## config.mk

```make
export PLATFORM = sky130hd
export DESIGN_NAME = multicycle_controller
export DESIGN_NICKNAME = d
export VERILOG_FILES = /design/src/rtl/cpu_pkg.sv /design/src/rtl/multicycle_controller_alu_decoder.sv /design/src/rtl/multicycle_controller.sv
export SDC_FILE = /design/constraint.sdc
export NUM_CORES = 1
export LEC_CHECK = 0
export BUFFER_PORTS_ARGS = -buffer_cell sky130_fd_sc_hd__buf_2
export CAP_MARGIN = 25
export CELL_PAD_IN_SITES_DETAIL_PLACEMENT = 0
export CELL_PAD_IN_SITES_GLOBAL_PLACEMENT = 1
export CORE_MARGIN = 5
export CORE_UTILIZATION = 30
export CTS_BUF_LIST = sky130_fd_sc_hd__clkbuf_16
export DETAILED_ROUTE_END_ITERATION = 16
export PLACE_DENSITY = 0.78
export SYNTH_ARGS = -nofsm -noshare
export SYNTH_HDL_FRONTEND = slang
export SYNTH_SLANG_ARGS = --single-unit
```

## constraint.sdc

```tcl
create_clock -name clk -period 2.4 [get_ports clk]
set_input_delay 0.48 -clock clk [delete_from_list [all_inputs] [get_ports clk]]
set_output_delay 0.48 -clock clk [all_outputs]
set_load 0.03 [all_outputs]
```

## src/rtl/cpu_pkg.sv

```systemverilog
// Shared types for the multicycle RV32I-subset core:
// ALU ops, immediate formats, opcodes, mux selects and controller states.
package cpu_pkg;

    typedef enum logic [3:0] {
        ALU_ADD   = 4'd0,
        ALU_SUB   = 4'd1,
        ALU_AND   = 4'd2,
        ALU_OR    = 4'd3,
        ALU_XOR   = 4'd4,
        ALU_SLL   = 4'd5,
        ALU_SRL   = 4'd6,
        ALU_SRA   = 4'd7,
        ALU_SLT   = 4'd8,
        ALU_BPASS = 4'd9
    } alu_op_t;

    typedef enum logic [2:0] {
        IMM_ADDI = 3'd0,
        IMM_SLLI = 3'd1,
        IMM_SW   = 3'd2,
        IMM_LUI  = 3'd3,
        IMM_B    = 3'd4,
        IMM_J    = 3'd5
    } sign_extend_t;

    typedef enum logic [6:0] {
        OP_RTYPE  = 7'b0110011,
        OP_ITYPE  = 7'b0010011,
        OP_LOAD   = 7'b0000011,
        OP_STORE  = 7'b0100011,
        OP_LUI    = 7'b0110111,
        OP_JAL    = 7'b1101111,
        OP_BRANCH = 7'b1100011
    } OPCODE_TYPE;

    typedef enum logic [1:0] {
        RES_ALUOUT = 2'd0,
        RES_MDR    = 2'd1,
        RES_ALU    = 2'd2
    } result_src_t;

    typedef enum logic [1:0] {
        SRCA_PC    = 2'd0,
        SRCA_OLDPC = 2'd1,
        SRCA_REG   = 2'd2
    } alu_src_a_t;

    typedef enum logic [1:0] {
        SRCB_REG  = 2'd0,
        SRCB_IMM  = 2'd1,
        SRCB_FOUR = 2'd2
    } alu_src_b_t;

    typedef enum logic [3:0] {
        S_FETCH     = 4'd0,
        S_DECODE    = 4'd1,
        S_MEM_ADR   = 4'd2,
        S_MEM_READ  = 4'd3,
        S_MEM_WB    = 4'd4,
        S_MEM_WRITE = 4'd5,
        S_EXEC_R    = 4'd6,
        S_EXEC_I    = 4'd7,
        S_EXEC_LUI  = 4'd8,
        S_JAL       = 4'd9,
        S_ALU_WB    = 4'd10,
        S_BEQ       = 4'd11,
        S_ILLEGAL   = 4'd12
    } ctrl_state_t;

    localparam logic [6:0] F7_BASE = 7'b0000000;
    localparam logic [6:0] F7_ALT  = 7'b0100000;
    localparam logic [2:0] F3_BEQ  = 3'b000;

endpackage

```

## src/rtl/multicycle_controller_alu_decoder.sv

```systemverilog
// ALU operation decode for R-type and I-type ALU instructions.
// Flags funct7 encodings outside the base/alternate pair as illegal.
module alu_decoder
    import cpu_pkg::*;
(
    input  logic       is_rtype,
    input  logic [2:0] funct3,
    input  logic [6:0] funct7,
    output logic [3:0] alu_op,
    output logic       illegal
);

    logic f7_alt;
    logic f7_ok;

    assign f7_alt = (funct7 == F7_ALT);
    assign f7_ok  = (funct7 == F7_BASE) || f7_alt;

    // I-type only carries funct7 meaning for the shift-right pair
    assign illegal = is_rtype ? !f7_ok
                              : (funct3 == 3'b101) && !f7_ok;

    always_comb begin
        alu_op = ALU_ADD;
        unique case (funct3)
            3'b000: alu_op = (is_rtype && f7_alt) ? ALU_SUB : ALU_ADD;
            3'b001: alu_op = ALU_SLL;
            3'b010: alu_op = ALU_SLT;
            3'b011: alu_op = ALU_SLT;
            3'b100: alu_op = ALU_XOR;
            3'b101: alu_op = f7_alt ? ALU_SRA : ALU_SRL;
            3'b110: alu_op = ALU_OR;
            3'b111: alu_op = ALU_AND;
        endcase
    end

endmodule

```

## src/rtl/multicycle_controller.sv

```systemverilog
// Control FSM sequencing the multicycle datapath over a shared
// req/ready memory; halts on illegal encodings and counts retirements.
module multicycle_controller
    import cpu_pkg::*;
#(
    parameter int RETIRED_W = 32
) (
    input  logic                 clk,
    input  logic                 reset,
    input  logic [6:0]           opcode,
    input  logic [2:0]           funct3,
    input  logic [6:0]           funct7,
    input  logic                 zero,
    input  logic                 mem_ready,
    output logic                 mem_req,
    output logic                 mem_write,
    output logic                 adr_src,
    output logic                 ir_write,
    output logic                 pc_write,
    output logic                 reg_write,
    output logic [1:0]           result_src,
    output logic [1:0]           alu_src_a,
    output logic [1:0]           alu_src_b,
    output logic [3:0]           alu_op,
    output logic [2:0]           imm_src,
    output logic                 halted,
    output logic [RETIRED_W-1:0] retired
);

    ctrl_state_t          state;
    ctrl_state_t          next_state;
    logic [RETIRED_W-1:0] count;
    logic                 retire;
    logic [3:0]           dec_op;
    logic                 dec_illegal;

    logic is_rtype;
    logic is_itype;
    logic is_mem;
    logic is_lui;
    logic is_jal;
    logic is_beq;

    assign is_rtype = (opcode == OP_RTYPE);
    assign is_itype = (opcode == OP_ITYPE);
    assign is_mem   = (opcode == OP_LOAD) || (opcode == OP_STORE);
    assign is_lui   = (opcode == OP_LUI);
    assign is_jal   = (opcode == OP_JAL);
    assign is_beq   = (opcode == OP_BRANCH) && (funct3 == F3_BEQ);

    alu_decoder u_alu_decoder (
        .is_rtype (is_rtype),
        .funct3   (funct3),
        .funct7   (funct7),
        .alu_op   (dec_op),
        .illegal  (dec_illegal)
    );

    always_ff @(posedge clk) begin
        if (reset) begin
            state <= S_FETCH;
            count <= '0;
        end else begin
            state <= next_state;
            if (retire)
                count <= count + RETIRED_W'(1);
        end
    end

    assign retired = reset ? '0 : count;

    // Reset gates every strobe in the same cycle it is sampled
    always_comb begin
        next_state = state;
        retire     = 1'b0;
        mem_req    = 1'b0;
        mem_write  = 1'b0;
        adr_src    = 1'b0;
        ir_write   = 1'b0;
        pc_write   = 1'b0;
        reg_write  = 1'b0;
        result_src = RES_ALUOUT;
        alu_src_a  = SRCA_PC;
        alu_src_b  = SRCB_REG;
        alu_op     = ALU_ADD;
        imm_src    = IMM_ADDI;
        halted     = 1'b0;
        if (!reset) begin
            unique case (state)
                S_FETCH: begin
                    mem_req    = 1'b1;
                    alu_src_b  = SRCB_FOUR;
                    result_src = RES_ALU;
                    ir_write   = mem_ready;
                    pc_write   = mem_ready;
                    if (mem_ready)
                        next_state = S_DECODE;
                end
                S_DECODE: begin
                    alu_src_a = SRCA_OLDPC;
                    alu_src_b = SRCB_IMM;
                    imm_src   = IMM_B;
                    unique case (1'b1)
                        is_mem:   next_state = S_MEM_ADR;
                        is_rtype: next_state = dec_illegal ? S_ILLEGAL
                                                           : S_EXEC_R;
                        is_itype: next_state = dec_illegal ? S_ILLEGAL
                                                           : S_EXEC_I;
                        is_lui:   next_state = S_EXEC_LUI;
                        is_jal:   next_state = S_JAL;
                        is_beq:   next_state = S_BEQ;
                        default:  next_state = S_ILLEGAL;
                    endcase
                end
                S_MEM_ADR: begin
                    alu_src_a = SRCA_REG;
                    alu_src_b = SRCB_IMM;
                    if (opcode == OP_STORE) begin
                        imm_src    = IMM_SW;
                        next_state = S_MEM_WRITE;
                    end else begin
                        next_state = S_MEM_READ;
                    end
                end
                S_MEM_READ: begin
                    mem_req = 1'b1;
                    adr_src = 1'b1;
                    if (mem_ready)
                        next_state = S_MEM_WB;
                end
                S_MEM_WB: begin
                    result_src = RES_MDR;
                    reg_write  = 1'b1;
                    retire     = 1'b1;
                    next_state = S_FETCH;
                end
                S_MEM_WRITE: begin
                    mem_req   = 1'b1;
                    mem_write = 1'b1;
                    adr_src   = 1'b1;
                    retire    = mem_ready;
                    if (mem_ready)
                        next_state = S_FETCH;
                end
                S_EXEC_R: begin
                    alu_src_a  = SRCA_REG;
                    alu_op     = dec_op;
                    next_state = S_ALU_WB;
                end
                S_EXEC_I: begin
                    alu_src_a = SRCA_REG;
                    alu_src_b = SRCB_IMM;
                    alu_op    = dec_op;
                    if (funct3 == 3'b001 || funct3 == 3'b101)
                        imm_src = IMM_SLLI;
                    next_state = S_ALU_WB;
                end
                S_EXEC_LUI: begin
                    alu_src_b  = SRCB_IMM;
                    imm_src    = IMM_LUI;
                    alu_op     = ALU_BPASS;
                    next_state = S_ALU_WB;
                end
                S_JAL: begin
                    alu_src_a  = SRCA_OLDPC;
                    alu_src_b  = SRCB_FOUR;
                    pc_write   = 1'b1;
                    next_state = S_ALU_WB;
                end
                S_ALU_WB: begin
                    reg_write  = 1'b1;
                    retire     = 1'b1;
                    next_state = S_FETCH;
                end
                S_BEQ: begin
                    alu_src_a  = SRCA_REG;
                    alu_op     = ALU_SUB;
                    pc_write   = zero;
                    retire     = 1'b1;
                    next_state = S_FETCH;
                end
                S_ILLEGAL: begin
                    halted = 1'b1;
                end
                default: begin
                    next_state = S_ILLEGAL;
                end
            endcase
        end
    end

endmodule

```

* After elaboration in Yosys (flattened, before gate mapping)
Cells that the tools add are included.
Storage, ports and cells: logic and storage cells 97, register bits after elaboration 36, input port bits 21, output and inout bits 52
Cells by class: add/subtract/negate cells 1, muxes and demuxes 41, eq/ne operators 30, reductions and logical operators 22, bitwise logic cells 1
Operators by type and width (count):
- 32-bit by 1-bit adder with 32-bit output, second input constant | 1
- 32-bit 2-to-1 mux | 1
- 4-bit case mux with 8 select lines | 1
- 7-bit by 6-bit equality test with 1-bit output, second input constant | 4
- 4-bit case mux with 7 select lines | 1
- 4-bit 2-to-1 mux | 6
- 4-bit case mux with 6 select lines | 1
- 4-bit equality test, second input constant | 5
- 1-bit 2-to-1 mux | 18
- 4-bit by 3-bit equality test with 1-bit output, second input constant | 4
- 7-bit equality test, second input constant | 2
- 3-bit equality test, second input constant | 4
- 2-bit case mux with 2 select lines | 3
- 3-bit case mux with 4 select lines | 1
- 4-bit case mux with 3 select lines | 1
- 2-bit OR reduction | 6
- 4-bit OR reduction | 3
- 4-bit by 2-bit equality test with 1-bit output, second input constant | 2
- 2-bit 2-to-1 mux | 4
- 7-bit by 2-bit equality test with 1-bit output, second input constant | 1
- 7-bit by 5-bit equality test with 1-bit output, second input constant | 1
- 7-bit zero test | 1
- 3-bit by 2-bit equality test with 1-bit output, second input constant | 2
- 3-bit 2-to-1 mux | 2
- other kinds (13) | 20

* Longest topological paths before layout
Gate-level depths: netlist (run 1).
depth in word-level cells 8, gate-level depth with buffers 7, gate-level depth less buffers 5

* By module
Synthesis (run 1) repeated with hierarchy kept, for this count alone.
Unflattened totals: cell total of the unflattened synthesis 352, area, all modules 2593.7 µm²
Modules (own cells, without submodules):
- multicycle_controller | sequential area each 720.7 µm², cells each 336, area each 2489.9 µm², times used 1
- alu_decoder | sequential area each 0.0 µm², cells each 16, area each 103.8 µm², times used 1

* Least setup slack after synthesis (run 1)
Ideal clock, no wire load.
kind register to output, start register state[1], end output port imm_src[1], arrival time 2.133 ns, stages on the path, launching flop included 5, path slack -0.213 ns, cell sequence dfxtp_1 -> clkbuf_1 -> nor2b_1 -> a21oi_1 -> nor4b_1
Between the ends: cells in the longest elaborated chain, start to end 3
RTL lines:
- start: declaration | RTL line multicycle_controller.sv:30 | ctrl_state_t state;
- start signal: assignment | RTL line multicycle_controller.sv:64 | state <= next_state;
- 4-bit equality test, or another cell as far along | RTL line multicycle_controller.sv:89 | unique case (state)
- 3-bit case mux with 4 select lines (*) | RTL line multicycle_controller.sv:89
- 3-bit 2-to-1 mux (*) | RTL line multicycle_controller.sv:88 | if (!reset) begin
- end: declaration | RTL line multicycle_controller.sv:25 | output logic [2:0] imm_src,
Every way passes the cells marked *; elsewhere a longest branch is shown, timed or not.

* Worst setup path after layout (run 1)
start register state[0], end output port imm_src[1]
Same word-level chain as after synthesis.

==> results of run 1 <==
==> tightest hold or removal path, stage by stage, from the launching register on <==
cell and delay (ns):
dfxtp_1 0.34, o21ai_0 0.08, a21oi_1 0.06
==> sequential cells by signal, indices dropped and copies added, names as in the netlist <==
register and cells:
count 32, state 4
==> cells by family (layout without fill, tap and decap cells) <==
| family | after synthesis | count (layout) | synth area share |
|---|---|---|---|
| mux | 14 | 14 | 0.0611 |
| xor+xnor | 15 | 15 | 0.0513 |
| compound gates | 52 | 52 | 0.123 |
| simple gates | 203 | 203 | 0.432 |
| buf+inv | 27 | 101 | 0.0460 |
| flops | 36 | 36 | 0.282 |
| fa+ha+maj | 1 | 1 | 0.00489 |
==> power by group <==
| part | switching [uW] | internal, uW |
|---|---|---|
| clock | 253 | 488 |
| combinational | 572 | 343 |
| sequential | 43.5 | 631 |
| total | 869 | 1460 |
==> final timing paths <==
check / startpoint / end / cells after the start
worst min register to register: count[30] / count[30] / 2
worst max register to register: state[3] / count[25] / 5
worst max-delay path: state[0] / imm_src[1] / 5
worst min-delay path: count[30] / count[30] / 2
==> cells in the mapped netlist, types with 2 or more instances <==
master	count	share of area
nor2_1	46	0.067
nor2b_1	37	0.090
dfxtp_1	36	0.28
nand2_1	24	0.035
a21oi_1	20	0.039
clkbuf_1	16	0.023
nand4_1	16	0.039
nor3_1	16	0.031
and3_1	14	0.034
o21ai_0	14	0.027
mux2_2	13	0.057
nand3_1	13	0.025
xor2_1	10	0.034
and2_1	6	0.015
inv_1	6	0.0088
xnor2_1	5	0.017
and4_1	4	0.014
nand3b_1	4	0.012
nand4b_1	4	0.014
nor4_1	4	0.0098
o31ai_1	4	0.012
or3_1	3	0.0073
or4_1	3	0.0088
a211oi_1	2	0.0059
a31oi_1	2	0.0049
buf_1	2	0.0029
buf_6	2	0.0088
o211ai_1	2	0.0059
o21a_1	2	0.0059
==> area by class of cell <==
type	instances	area (sq um)	area share
Timing Repair Buffer	87	477	0.146
Clock buffer	5	125	0.0383
Inverter	6	22.5	0.00689
Clock inverter	3	42.5	0.0130
Sequential cell	36	724	0.222
Multi-Input combinational cell	285	1740	0.534
Tap cell	105	131	0.0402
==> through the flow <==
stage / hold slack [ns] / cells
floorplan: 0.467 / 348
global placement: 0.500 / 518
detailed placement: 0.504 / 518
CTS: 0.514 / 526
global route: 0.543 / 527
finish: 0.515 / 527
==> layer usage <==
| layer | GRT usage | up-vias |
|---|---|---|
| met5 | 0 | - |
| met4 | 0.0394 | 0 |
| met3 | 0.0259 | 9 |
| met2 | 0.239 | 72 |
| met1 | 0.183 | 1247 |
| li1 | - | 1378 |
==> what timing repair did <==
action	4_1_cts	5_1_grt
pin swaps	0	1
resized for setup	3	8
hold buffers	0	0
endpoints found under the setup margin	1	1
gates cloned	0	1
endpoints found under the hold margin	0	0
==> summary.md, run 1 <==
| Metric | Value |
|---|---|
| Final hold vios | 0 |
| CP Max Fanout | 5 |
| Placed cell areas | 3070 sq um |
| Number of setup buffers added after CTS | 0 |
| Share of layout cells above drive strength 1 | 0.284 |
| Met2 wire length | 3620 um |
| CTS Buf Count | 5 |
| DR vias/cell | 5.13 |
| Drt first pass iters | 4 |
| CP delay by family, top | simple AND/OR/NAND/NOR gates |
| Data arrival, critical path | 1.81 ns |
| Worst-path clk slew | 0.06 ns |
| Final core utilization | 0.396 |
| Drt drc | 0 |
| Routability congestion estimate | 0.913 |
| Port Buffers | 72 |
| Vias in the first global route | 2514 |
| Io pins | 73 |
| Antenna violations before repair | 0 |
| Antenna diodes | 0 |
| Most common cell after layout, fill and taps aside | buf_2 |
| Worst path required time | 1.92 ns |
| VDD IR-drop max | 0.000276 V |
| Nets | 443 |
| Fin. max-slew vios | 0 |
| Clock Tree Root | clkbuf_16 |
| Mapped Cells | 348 |
| Die area | 10500 sq um |
| DR vias | 2706 |
| Total Routing Usage GR | 0.141 |
| Top FF cell, synth | dfxtp_1 |
| Leakage power total | 0.00140 uW |
| Element type at the critical path start | flip-flop |
| Die width | 102 um |
| Post-synth EDFFs | 0 |
| Register bit total from synthesis | 36 |
| Final HPWL DP | 5580 um |
| Final setup margin | 0.106 ns |
| Distinct cells, synth | 47 |
| Global-route wire length before repair | 12100 um |
| Final ANT Viol Nets | 0 |
| Fin crit period | 2.29 ns |
| WL/cell | 14.0 um |
| Synthesis Warnings | 0 |
| Register area share after synthesis | 0.282 |
| Clock buffer depth | 2 |
| Die height | 102 um |
| # rows | 33 |
| Top sig layer | met4 |
| # clock sinks | 36 |
| Setup Skew | 0.00910 ns |
| Tightest Pin Transition | 0.375 ns |
| H-Tree Depth | 2 |
| Status | complete, no violations |
| Worst-path cell chain | nor2b_2, a21oi_1, o21a_1, nor4b_2, buf_4 |
| DRT Wirelength | 7380 um |
| Slew headroom | 0.748 |
| Largest net degree at the start of global routing | 33 |
| Met3 routed WL | 386 um |
| Worst path buffer plus inverter count | 1 |
| Layout area overhead | 27.7% |
| Pwr per Cell Area | 713 nW/um^2 |
| Setup violations, final | 0 |
| CP Class | flip-flop to output pin |
| Post-Route Setup TNS | 0 ns |
| Clk_lat worst skew | 0.28 ns |
| Synth Cell Area | 2560 sq um |
| Final Cell Area | 3270 sq um |
| RSZ-0062 raised after global routing | false |
| CP endpoint kind | output pin |
| CTS tree | yes |
| Place WS | 0.189 ns |
| Mean Syn Cell Area | 7.35 sq um |
| Worst Hold Class | flip-flop to flip-flop |
| DR iter-0 viols | 106 |
| Fin crit share | 0.956 |
| CP peak stage delay | 0.35 ns |
| R2r setup slk | 0.22 ns |
| Syn nets | 370 |
| Max-Cap Viols | 0 |
| Gr ovfl total | 0 |
| Filler instances | 877 |
| Most frequent cells in the layout | 72 x buf_2, 46 x nor2_1, 34 x nor2b_1 |
| Total power draw | 2330 uW |
| Async SR Flop Fraction | 0 |
| CORE AREA | 8260 sq um |
| Starting density of the core | 0.310 |
| Fmax | 0.436 GHz |
| Slowest cell on crit path | dfxtp_2 |
| Metal-1 WL | 3300 um |
(Power assumes the default switching activity.)
==> run 2, diff against run 1 <==
Settings changed: PLACE_DENSITY 0.78 to 0.81, REMOVE_ABC_BUFFERS set to 1.
Clock period 2.4 ns to 2 ns, I/O delays scaled along.
==> run 2 against run 1 <==
Against the previous run: the flow now finishes with violations (setup timing); via count is 3.3% higher; sequential power is 17% higher; final cell count is 3.6% higher; global-route usage is 0.32 points lower; sequential share of layout area is 2.1 points lower; setup slack worse by 0.20 ns; sequential cell count stayed put; worst hold slack worse by 0.0097 ns; register-to-register slack worse by 0.13 ns; critical path type unchanged.
==> summary.md, run 2 (synthesized netlist as in run 1, its figures left out) <==
| Metric | Value |
|---|---|
| Status | complete, but fails checks |
| Gr ovfl total | 0 (unchanged) |
| Starting density of the core | 0.310 (unchanged) |
| Largest net degree at the start of global routing | 36 (+9.1%) |
| Die width | 102 um (unchanged) |
| Worst-path clk slew | 0.06 ns (about the same) |
| Final ANT Viol Nets | 0 (unchanged) |
| Clk_lat worst skew | 0.28 ns (about the same) |
| Antenna violations before repair | 0 (unchanged) |
| Drt drc | 0 (unchanged) |
| Clock Tree Root | clkbuf_16 |
| Pwr per Cell Area | 899 nW/um^2 (+26%) |
| Data arrival, critical path | 1.70 ns (-0.11 ns) |
| Layout area overhead | 40.7% |
| Most common cell after layout, fill and taps aside | buf_2 |
| DRT Wirelength | 7280 um (-1.4%) |
| Biggest regs | count x32, state x4 |
| # clock sinks | 36 (unchanged) |
| Slew headroom | 0.682 (-0.0657) |
| Fin crit period | 2.10 ns |
| Die height | 102 um (unchanged) |
| Setup violations, final | 1 (+1) |
| Nets | 462 (+4.3%) |
| Die area | 10500 sq um (unchanged) |
| WL/cell | 13.3 um (-4.9%) |
| Largest Register | count |
| Post-Layout Cell Count | 546 (+3.6%) |
| Net switching power | 1070 uW (+23%) |
| Violations in the final reports | setup timing |
| CTS Hold Bufs | 0 (unchanged) |
| CP endpoint kind | output pin |
| Max reg flops | 32 (unchanged) |
| Total power draw | 3240 uW (+39%) |
| CP Class | flip-flop to output pin |
| Worst path required time | 1.60 ns (-0.32 ns) |
| CP peak stage delay | 0.35 ns (about the same) |
| CORE AREA | 8260 sq um (unchanged) |
| Switching fraction of total power | 0.329 (-0.0438) |
| VDD IR-drop max | 0.000340 V (+23%) |
| Clock Power Share | 0.349 (+0.031) |
| Antenna diodes | 0 (unchanged) |
| Met1 global-route usage | 0.176 (-0.00762) |
| Total Routing Usage GR | 0.138 (-0.00316) |
| Top Usage Layer GRT | met2 |
| Vias in the first global route | 2639 (+5.0%) |
| Drt first pass iters | 4 (unchanged) |
| H-Tree Depth | 2 (unchanged) |
| RSZ-0062 raised after global routing | true |
| Share of layout cells above drive strength 1 | 0.342 (+0.0580) |
| Grt met2 use | 0.237 (-0.00150) |
| Routability congestion estimate | 0.851 (-6.8%) |
| Worst-path cell chain | buf_6, nor2b_1, nand2_1, o21a_1, nor4b_2, buf_4 |
| CTS Buf Count | 5 (unchanged) |
| M3 GR Usage | 0.0307 (+0.00478) |
| Final HPWL DP | 5570 um (-0.29%) |
| # rows | 33 (unchanged) |
| Fin crit share | 1.05 |
| Port Buffers | 72 (unchanged) |
| Most frequent cells in the layout | 63 x buf_2, 43 x nor2_1, 35 x buf_4 |
| Pint | 2170 uW (+49%) |
| Final hold vios | 0 (unchanged) |
| Io pins | 73 (unchanged) |
| DR vias/cell | 5.12 (-0.31%) |
| DR vias | 2795 (+3.3%) |
| CTS tree | yes |
| Clock buffer depth | 2 (unchanged) |
| Fmax | 0.477 GHz |
| Worst Hold Class | flip-flop to flip-flop |
| DR iter-0 viols | 88 (-17%) |
| Comb power frac | 0.408 (+0.016) |
| Sequential power share | 0.244 (-0.045) |
| Cell Count Post-Placement | 534 (+3.1%) |
| Tightest Pin Transition | 0.472 ns (+0.0967 ns) |
| Setup Skew | 0.00483 ns (-0.00428 ns) |
| Element type at the critical path start | flip-flop |
| Max-Cap Viols | 0 (unchanged) |
| Fin. max-slew vios | 0 (unchanged) |
| Global-route wire length before repair | 11900 um (-1.8%) |
| Slowest cell on crit path | dfxtp_1 |
| Final setup margin | -0.0969 ns (-0.203 ns) |
| Leakage power total | 0.00154 uW (+10%) |
| CP Max Fanout | 18 (+13) |
-- run 2: cell types whose count changed in the layout (fill, tap and decap cells not counted), sizes merged --
cell      previous run  this run
buf                 87       106
bufinv               1         3
clkinv               1         0
clkinvlp             1         0
-- run 2: cell type report --
class | instances | area (sq um)
clock inverter | 3 | 90.1
timing repair buffer | 106 | 686
sequential | 36 | 724
inverter | 6 | 22.5
multi-input combinational | 285 | 1820
tap | 105 | 131
fill | 849 | 4660
clock buffer | 5 | 125
-- run 2: final timing paths --
kind | to | slack (ns) | startpoint | depth (start not counted)
min reg2reg | count[30] | 0.51 | count[30] | 2
min | count[30] | 0.51 | count[30] | 2
max | imm_src[1] | -0.1 | state[3] | 6
max reg2reg | count[27] | 0.09 | state[3] | 6
-- run 2: timing repair --
item,4_1_cts,5_1_grt
endpoints found under the setup margin,7,18
pin swaps,1,4
resized for setup,14,30
setup buffers,4,0
-- run 2: critical path: cells and delay by family (launching register included) --
kind | cells | cell delay [ns]
simple gates | 3 | 0.54
buf+inv | 2 | 0.39
flops | 1 | 0.35
compound gates | 1 | 0.14
-- run 2: power by group through the flow --
stage	registers, uW	logic (uW)	clock network, uW
floorplan	865	618	0
global placement	791	1090	0
detailed placement	794	1100	0
CTS	780	1220	1150
global route	793	1430	1170
finish	788	1320	1130
-- run 2: through the flow --
stage	hold WS, ns	setup TNS [ns]	util	area [sq um]	worst slack [ns]
after floorplan	0.461	-4.17	-	2460	-0.675
after global routing	0.538	-0.308	0.436	3600	-0.192
final	0.505	-0.0969	0.436	3600	-0.0969
after detailed placement	0.503	-0.0507	0.387	3190	-0.0507
after CTS	0.511	-0.135	0.423	3490	-0.100
after global placement	0.485	-0.0462	0.387	3190	-0.0462
-- run 2: layer usage --
metal,vias up,share of wire
li1,1418,-
met1,1310,0.45
met2,60,0.48
met3,7,0.062
met4,0,0.0077
met5,-,0
==> run 3, diff against run 2 <==
Settings changed: CORE_UTILIZATION 30 to 33, PLACE_DENSITY 0.81 to 0.87.
==> run 3 against run 2 <==
Against the previous run: the run still ends with setup timing left; power fell by 12%; setup slack worse by 0.013 ns; count of clock-buffer cells in the layout unchanged; core utilization up 2.3 points; cell area fell by 2.5%; sequential power rose by 2%; die area is 8.2% lower; final cell count increased by 0.55%; register-to-register slack lost 0.02 ns; global-route usage grew 0.86 points; critical endpoint unchanged; largest cell class unchanged.
==> summary.md, run 3 (synthesized netlist as in run 1, its figures left out) <==
| Metric | Value |
|---|---|
| Top Usage Layer GRT | met2 |
| CP Max Fanout | 6 (-12) |
| Max reg flops | 32 (unchanged) |
| Largest Register | count |
| Layout area overhead | 37.1% |
| Total power draw | 2830 uW (-12%) |
| Port Buffers | 72 (unchanged) |
| Grt met2 use | 0.242 (+0.00450) |
| Element type at the critical path start | flip-flop |
| Global-route wire length before repair | 12100 um (+1.8%) |
| Most common cell after layout, fill and taps aside | buf_2 |
| Final ANT Viol Nets | 0 (unchanged) |
| CTS tree | yes |
| Die height | 98.1 um (-4.2%) |
| Die width | 98.1 um (-4.2%) |
| Slew headroom | 0.651 (-0.0314) |
| Gr ovfl total | 0 (unchanged) |
| Antenna violations before repair | 0 (unchanged) |
| VDD IR-drop max | 0.000465 V (+37%) |
| H-Tree Depth | 2 (unchanged) |
| Drt first pass iters | 4 (unchanged) |
| Worst path required time | 1.60 ns (about the same) |
| Fin crit period | 2.11 ns (+0.0128 ns) |
| Die area | 9610 sq um (-8.2%) |
| Setup Skew | 0.00393 ns (-0.000894 ns) |
| WL/cell | 13.3 um (-0.31%) |
| # clock sinks | 36 (unchanged) |
| Antenna diodes | 0 (unchanged) |
| Final hold slack | 0.496 ns (-0.00949 ns) |
| Data arrival, critical path | 1.71 ns (about the same) |
| Post-Route Setup TNS | -0.234 ns (-0.137 ns) |
| Violations in the final reports | setup timing |
| Fin crit share | 1.05 (+0.00640) |
| Met1 global-route usage | 0.185 (+0.00928) |
| Tightest Pin Transition | 0.519 ns (+0.0466 ns) |
| Worst Hold Class | input pin to flip-flop |
| Final Cell Area | 3510 sq um (-2.5%) |
| Placed cell areas | 3210 sq um (+0.59%) |
| M3 GR Usage | 0.0400 (+0.00928) |
| Pwr per Cell Area | 808 nW/um^2 (-10%) |
| DR iter-0 viols | 115 (+31%) |
| Final hold vios | 0 (unchanged) |
| CORE AREA | 7650 sq um (-7.4%) |
| CP endpoint kind | output pin |
| CP Class | flip-flop to output pin |
| Filler instances | 776 (-8.6%) |
| Worst-path clk slew | 0.05 ns (about the same) |
| Setup violations, final | 5 (+4) |
| Status | complete, but fails checks |
| Drt drc | 0 (unchanged) |
| DR vias/cell | 5.09 (-0.55%) |
| Leakage power total | 0.00153 uW (-0.52%) |
| Fmax | 0.474 GHz (-0.61%) |
| Max-Cap Viols | 0 (unchanged) |
| Share of layout cells above drive strength 1 | 0.340 (-0.00236) |
| # rows | 32 (-3.0%) |
| Biggest regs | count x32, state x4 |
| Fin. max-slew vios | 0 (unchanged) |
| Nets | 468 (+1.3%) |
| Final HPWL DP | 5460 um (-1.9%) |
| Io pins | 73 (unchanged) |
| CTS Buf Count | 5 (unchanged) |
| Total Routing Usage GR | 0.146 (+0.00857) |
| DR vias | 2795 (unchanged) |
| Clock buffer depth | 2 (unchanged) |
| Routability congestion estimate | 0.893 (+5.0%) |
| RSZ-0062 raised after global routing | true |
| Most frequent cells in the layout | 67 x buf_2, 44 x nor2_1, 40 x buf_4 |
| Starting density of the core | 0.335 (+0.0247) |
| Vias in the first global route | 2713 (+2.8%) |
| Largest net degree at the start of global routing | 43 (+19%) |
| Clock Tree Root | clkbuf_16 |
| DRT Wirelength | 7290 um (+0.23%) |
| Final setup margin | -0.110 ns (-0.0128 ns) |
| Clk_lat worst skew | 0.28 ns (about the same) |
-- run 3: cell count changes in the layout (fill, tap and decap cells not counted), sizes merged --
| cell | change |
|---|---|
| bufinv | -3 |
| buf | +5 |
| clkinv | +3 |
| clkbuf | +1 |
-- run 3: what timing repair did --
action                     CTS  global route
resized for setup           11            20
hold buffers                 0             0
setup buffers                0             7
pin swaps                    1             6
setup endpoints to repair    9            19
-- run 3: metal layers --
| metal | part of all wire | up-vias |
|---|---|---|
| met2 | 0.47 | 92 |
| met4 | 0.017 | 0 |
| met3 | 0.073 | 13 |
| li1 | - | 1433 |
| met1 | 0.44 | 1257 |
| met5 | 0 | - |
-- run 3: worst paths after layout --
path | cells past startpoint | slack (ns) | start | end
worst max register to register | 6 | 0.07 | state[2] | count[25]
worst min-delay path | 3 | 0.50 | mem_ready | state[0]
worst min register to register | 2 | 0.51 | count[30] | count[30]
worst max-delay path | 7 | -0.11 | state[2] | imm_src[1]
-- run 3: area by class of cell --
cell class,count,area (sq um),share of cell area
multi-input combinational,285,1800,0.512
inverter,6,22.5,0.00642
clock inverter,3,13.8,0.00392
tap,102,128,0.0364
clock buffer,5,125,0.0357
sequential,36,727,0.207
timing repair buffer,112,694,0.198
-- run 3: report_power, final --
| part | switching (uW) | internal, uW | total [uW] |
|---|---|---|---|
| sequential | 40.7 | 760 | 801 |
| combinational | 733 | 559 | 1290 |
| clock | 290 | 452 | 742 |
| total | 1060 | 1770 | 2830 |
-- run 3: worst max-delay path: stages, from the launching register on --
cell and delay [ns]:
dfxtp_2 0.35, buf_6 0.13, nor2b_4 0.05, nor3_2 0.16, a21oi_1 0.06, o21a_1 0.20
nor4b_2 0.27, buf_4 0.21
-- run 3: stage by stage --
step            util  setup slack (ns)  cells
4_1_cts        0.444            -0.176    542
3_5_place_dp   0.420           -0.0362    534
5_1_grt        0.459            -0.204    549
2_1_floorplan      -            -0.675    327
6_report       0.459            -0.110    549
3_3_place_gp   0.420          -0.00315    534
